$ cat src/rtl/bcd_scan_display.sv
// rtl/bcd_scan_display.sv - time-multiplexed BCD scan controller for a common-anode 7-segment display
module bcd_scan_display #(
  parameter  int NUM_DIGITS  = 4,
  parameter  int REFRESH_DIV = 50000,
  localparam int IDX_W       = $clog2(NUM_DIGITS),
  localparam int PW          = $clog2(REFRESH_DIV)
) (
  input  logic                      clk,
  input  logic                      rst_n,
  input  logic [4*NUM_DIGITS-1:0]   digits_in,
  input  logic [NUM_DIGITS-1:0]     dp_in,
  input  logic                      load,
  input  logic                      blank_lz,
  output logic [3:0]                bcd_out,
  output logic [NUM_DIGITS-1:0]     an_n,
  output logic                      dp_out,
  output logic [IDX_W-1:0]          digit_idx
);

  logic [PW-1:0]           presc;
  logic [IDX_W-1:0]        idx;
  logic [4*NUM_DIGITS-1:0] cap_digits;
  logic [NUM_DIGITS-1:0]   cap_dp;

  logic [NUM_DIGITS-1:0]   blank_vec;
  logic                    above_zero;
  logic [3:0]              d;
  logic [3:0]              cur_digit;
  logic                    cur_dp;
  logic                    cur_blank;
  logic [NUM_DIGITS-1:0]   next_an;

  always_ff @(posedge clk or negedge rst_n) begin
    if (!rst_n) begin
      presc <= '0;
      idx   <= '0;
    end else if (presc == PW'(REFRESH_DIV - 1)) begin
      presc <= '0;
      idx   <= (idx == IDX_W'(NUM_DIGITS - 1)) ? '0 : idx + 1'b1;
    end else begin
      presc <= presc + 1'b1;
    end
  end

  always_ff @(posedge clk or negedge rst_n) begin
    if (!rst_n) begin
      cap_digits <= '0;
      cap_dp     <= '0;
    end else if (load) begin
      cap_digits <= digits_in;
      cap_dp     <= dp_in;
    end
  end

  // Walk from the MSD down so each digit knows whether everything above it is zero.
  always_comb begin
    blank_vec  = '0;
    above_zero = 1'b1;
    d          = 4'd0;
    for (int i = NUM_DIGITS - 1; i >= 0; i--) begin
      d            = cap_digits[4*i +: 4];
      blank_vec[i] = (d > 4'd9) || (blank_lz && (i != 0) && (d == 4'd0) && above_zero);
      above_zero   = above_zero && (d == 4'd0);
    end
  end

  always_comb begin
    cur_digit = 4'd0;
    cur_dp    = 1'b0;
    cur_blank = 1'b1;
    next_an   = '1;
    for (int i = 0; i < NUM_DIGITS; i++) begin
      if (idx == IDX_W'(i)) begin
        cur_digit = cap_digits[4*i +: 4];
        cur_dp    = cap_dp[i];
        cur_blank = blank_vec[i];
        next_an[i] = blank_vec[i];
      end
    end
  end

  // Enable, data and dp share one register stage so they never skew.
  always_ff @(posedge clk or negedge rst_n) begin
    if (!rst_n) begin
      bcd_out   <= 4'd0;
      an_n      <= '1;
      dp_out    <= 1'b0;
      digit_idx <= '0;
    end else begin
      bcd_out   <= cur_blank ? 4'd0 : cur_digit;
      an_n      <= next_an;
      dp_out    <= cur_dp && !cur_blank;
      digit_idx <= idx;
    end
  end

endmodule

$ cat config.mk
export PLATFORM = sky130hd
export DESIGN_NAME = bcd_scan_display
export DESIGN_NICKNAME = d
export VERILOG_FILES = /design/src/rtl/bcd_scan_display.sv
export SDC_FILE = /design/constraint.sdc
export NUM_CORES = 1
export LEC_CHECK = 0
export BUFFER_PORTS_ARGS = -buffer_cell sky130_fd_sc_hd__buf_2
export CAP_MARGIN = 40
export CORE_MARGIN = 2
export CORE_UTILIZATION = 45
export CTS_CLUSTER_DIAMETER = 30
export CTS_CLUSTER_SIZE = 30
export DETAILED_ROUTE_END_ITERATION = 7
export HOLD_SLACK_MARGIN = 0.12
export PLACE_DENSITY = 0.66
export SLEW_MARGIN = 20
export SYNTH_ARGS = -nofsm -noshare
export SYNTH_HDL_FRONTEND = slang
export SYNTH_SLANG_ARGS = --single-unit
$ cat constraint.sdc
create_clock -name clk -period 1.96 [get_ports clk]
set_input_delay 0.392 -clock clk [delete_from_list [all_inputs] [get_ports clk]]
set_output_delay 0.392 -clock clk [all_outputs]
set_load 0.05 [all_outputs]
==> results.sh <==
export IMPL_postCtsResizedCells=0
export IMPL_p_switching_uw=504
export IMPL_critical_path_class="reg2reg"
export IMPL_max_cap_violations=0
export IMPL_setup_violations=0
export IMPL_ant_nets=0
export IMPL_grtUsageMet1=0.202
export IMPL_drc=0
export IMPL_dieArea_mm2=0.00541
export IMPL_grt_busiest_layer="met2"
export IMPL_io_pins=35
export IMPL_finalHoldViolCount=0
export IMPL_clk_latency_ns=0.30
export IMPL_synth_edff_count=0
export IMPL_grt_max_degree=29
export IMPL_worstSetupEndpointType="register"
export IMPL_dr_pass1_iters=4
export IMPL_dpl_hpwl_mm=2.83
export IMPL_seq_area_mm2=0.00123
export IMPL_clock_sinks=49
export IMPL_met3_usage=0.0494
export IMPL_cts_tree="built"
export IMPL_yosysSeqAreaShare=0.565
export IMPL_hp_start="digits_in[12]"
export IMPL_via_count=1477
export IMPL_intPower_uw=1580
export IMPL_reg2reg_to="bcd_out[3]$_DFF_PN0_"
export IMPL_finalClockSkew_ns=0.0120
export IMPL_fillers=414
export IMPL_r2r_start="idx[1]$_DFFE_PN0N_"
export IMPL_path_max_fanout=9
export IMPL_yosys_most_used_dff="dfrtp_1"
export IMPL_antenna_found_initial=0
export IMPL_outcome="finished, final reports clean"
export IMPL_start_util=0.464
export IMPL_tns_ns=0
export IMPL_ys_ff_latch=49
export IMPL_die_h_um=73.6
export IMPL_grt_usage=0.165
export IMPL_syn_area_per_cell_um2=11.8
export IMPL_totalWireLength_mm=3.89
export IMPL_gp_congestion=0.789
export IMPL_placed_cells=269
export IMPL_final_cell_mix="dfrtp_1 (45), buf_2 (34), nor2_1 (22)"
export IMPL_r2r_slack_ns=0.22
export IMPL_use_met2=0.263
export IMPL_drive_gt1_frac=0.330
export IMPL_rsz0062_at_grt="no"
export IMPL_power_density_mw_per_mm2=814
export IMPL_clockRootBuffer="clkbuf_8"
export IMPL_seqPwrFrac=0.535
export IMPL_period_minus_slack_ns=1.74
export IMPL_core_mm2=0.00469
export IMPL_fin_cells=278
export IMPL_comb_power_share=0.107
export IMPL_overflow=0
export IMPL_syn_cell_area_mm2=0.00218
export IMPL_cts_inserted_buffers=5
export IMPL_routedWlPerCell_um=14.0
export IMPL_nNetsFinal=252
export IMPL_rows=25
export IMPL_die_w_um=73.6
export IMPL_multiInputGateArea_um2=901
export IMPL_netlist_instances=184
export IMPL_grt_pass1_wl_mm=6.69
export IMPL_fin_crit_sh=0.889
export IMPL_antenna_cells=0
export IMPL_clk_path_buf_depth=2
export IMPL_hold_path_depth=2
export IMPL_worst_slew_pin_transition_ns=0.493
export IMPL_synth_distinct_cells=32
export IMPL_leakagePower_uw=0.00115
export IMPL_htreeDepth=2
export IMPL_p_clk_frac=0.357
export IMPL_async_flop_share=1.00
export IMPL_grt_pass1_vias=1462
export IMPL_vias_per_cell=5.31
export IMPL_layout_commonest_cell="dfrtp_1"
export IMPL_ir_drop_mv=0.689
export IMPL_relSlewSlack=0.671
export IMPL_min_to="cap_digits[12]$_DFFE_PN0P_"
export IMPL_fmaxAchievable_mhz=574
export IMPL_synth_nets=213
export IMPL_syn_to_final_growth_pct=17.2
export IMPL_startpoint="idx[1]$_DFFE_PN0N_"
export IMPL_numPortBuffers=34
export IMPL_switching_share=0.242
export IMPL_required_ns=2.16
export IMPL_clk_pin_slew_ns=0.09
export IMPL_arrival_ns=1.94
export IMPL_drt_iter0_markers=118
export IMPL_ys_warn_count=0
export IMPL_drv_slew=0
export IMPL_hold_class="in2reg"
export IMPL_worstSetupStartpointType="register"
export IMPL_r2r_cells=6
==> sequential cells by signal (all words and copies together), names as in the netlist <==
name	cells
presc	16
an_n	4
bcd_out	4
cap_dp	4
digit_idx	2
cap_digits	16
dp_out	1
idx	2
==> critical path, stage by stage (launching register included) <==
cell,delay [ns]
dfrtp_1,0.43
inv_1,0.09
ha_1,0.31
nand2_1,0.12
a311oi_1,0.30
a311oi_2,0.12
o31ai_1,0.28
==> power groups by stage <==
stage / Combinational, µW / Sequential [µW] / Clock, µW
floorplan: 91.5 / 1180 / 0
global placement: 221 / 1130 / 0
detailed placement: 226 / 1130 / 0
CTS: 227 / 1110 / 766
global route: 245 / 1120 / 814
finish: 223 / 1110 / 743
==> timing repair <==
action | 4_1_cts | 5_1_grt
buffers inserted | 0 | 0
endpoints found under the hold margin | 17 | 0
hold buffers | 1 | 0
endpoints found under the setup margin | 0 | 0
==> logic make-up (layout without fill, tap and decap cells) <==
kind of cell | after synthesis | after routing | synth area share
multiplexers | 22 | 22 | 0.114
adder cells (fa/ha/maj) | 5 | 5 | 0.0287
flip-flops | 49 | 49 | 0.565
XOR/XNOR | 14 | 14 | 0.0563
AO/OA/AOI/OAI | 22 | 22 | 0.0689
buffers and inverters | 11 | 51 | 0.0213
AND/OR/NAND/NOR | 61 | 61 | 0.146
==> synthesized netlist by cell type, drive strengths merged (3+ instances only) <==
| library cell | count | area share |
|---|---|---|
| ha | 5 | 0.029 |
| xnor2 | 7 | 0.028 |
| o31ai | 5 | 0.017 |
| nand3 | 7 | 0.016 |
| nor4 | 4 | 0.021 |
| inv | 5 | 0.0086 |
| dfstp | 4 | 0.048 |
| dfrtp | 45 | 0.52 |
| xor2 | 7 | 0.028 |
| nor2 | 22 | 0.038 |
| nand2 | 12 | 0.021 |
| clkbuf | 4 | 0.0069 |
| mux2 | 22 | 0.11 |
| nand3b | 3 | 0.010 |
| o21ai | 4 | 0.0092 |
| nand4 | 4 | 0.011 |
| a22oi | 4 | 0.014 |
| and3 | 4 | 0.014 |
| a21oi | 6 | 0.014 |
==> how the worst max path moves through the flow <==
stage / to / slack (ns) / depth (start not counted)
2_1_floorplan: idx[0]$_DFFE_PN0N_ / 0.41 / 5
3_3_place_gp: bcd_out[0]$_DFF_PN0_ / 0.32 / 6
3_5_place_dp: bcd_out[2]$_DFF_PN0_ / 0.22 / 6
4_1_cts: bcd_out[3]$_DFF_PN0_ / 0.21 / 6
5_1_grt: dp_out$_DFF_PN0_ / 0.07 / 6
6_report: bcd_out[3]$_DFF_PN0_ / 0.22 / 6
==> layout make-up <==
type                       instances  share of cell area
clock inverter                     2              0.0147
clock buffer                       6              0.0323
inverter                           5             0.00735
timing repair buffer              38              0.0843
sequential                        49               0.482
tap                               54              0.0265
multi-input combinational        124               0.353
==> metrics by stage <==
step / power (µW) / area, µm² / utilization / hold slack, ns / setup WS [ns]
final: 2080 / 2550 / 0.544 / 0.316 / 0.218
after global routing: 2180 / 2550 / 0.544 / 0.299 / 0.0747
after CTS: 2110 / 2550 / 0.544 / 0.306 / 0.211
after detailed placement: 1360 / 2420 / 0.517 / 0.385 / 0.216
after global placement: 1350 / 2420 / 0.517 / 0.391 / 0.316
after floorplan: 1270 / 2180 / - / 0.0964 / 0.406
==> per-layer routing <==
layer,share of wire,up-vias
met1,0.41,694
met2,0.50,43
met4,0.035,0
met5,0,-
li1,-,725
met3,0.053,15
Power figures use the tool's default switching activity.
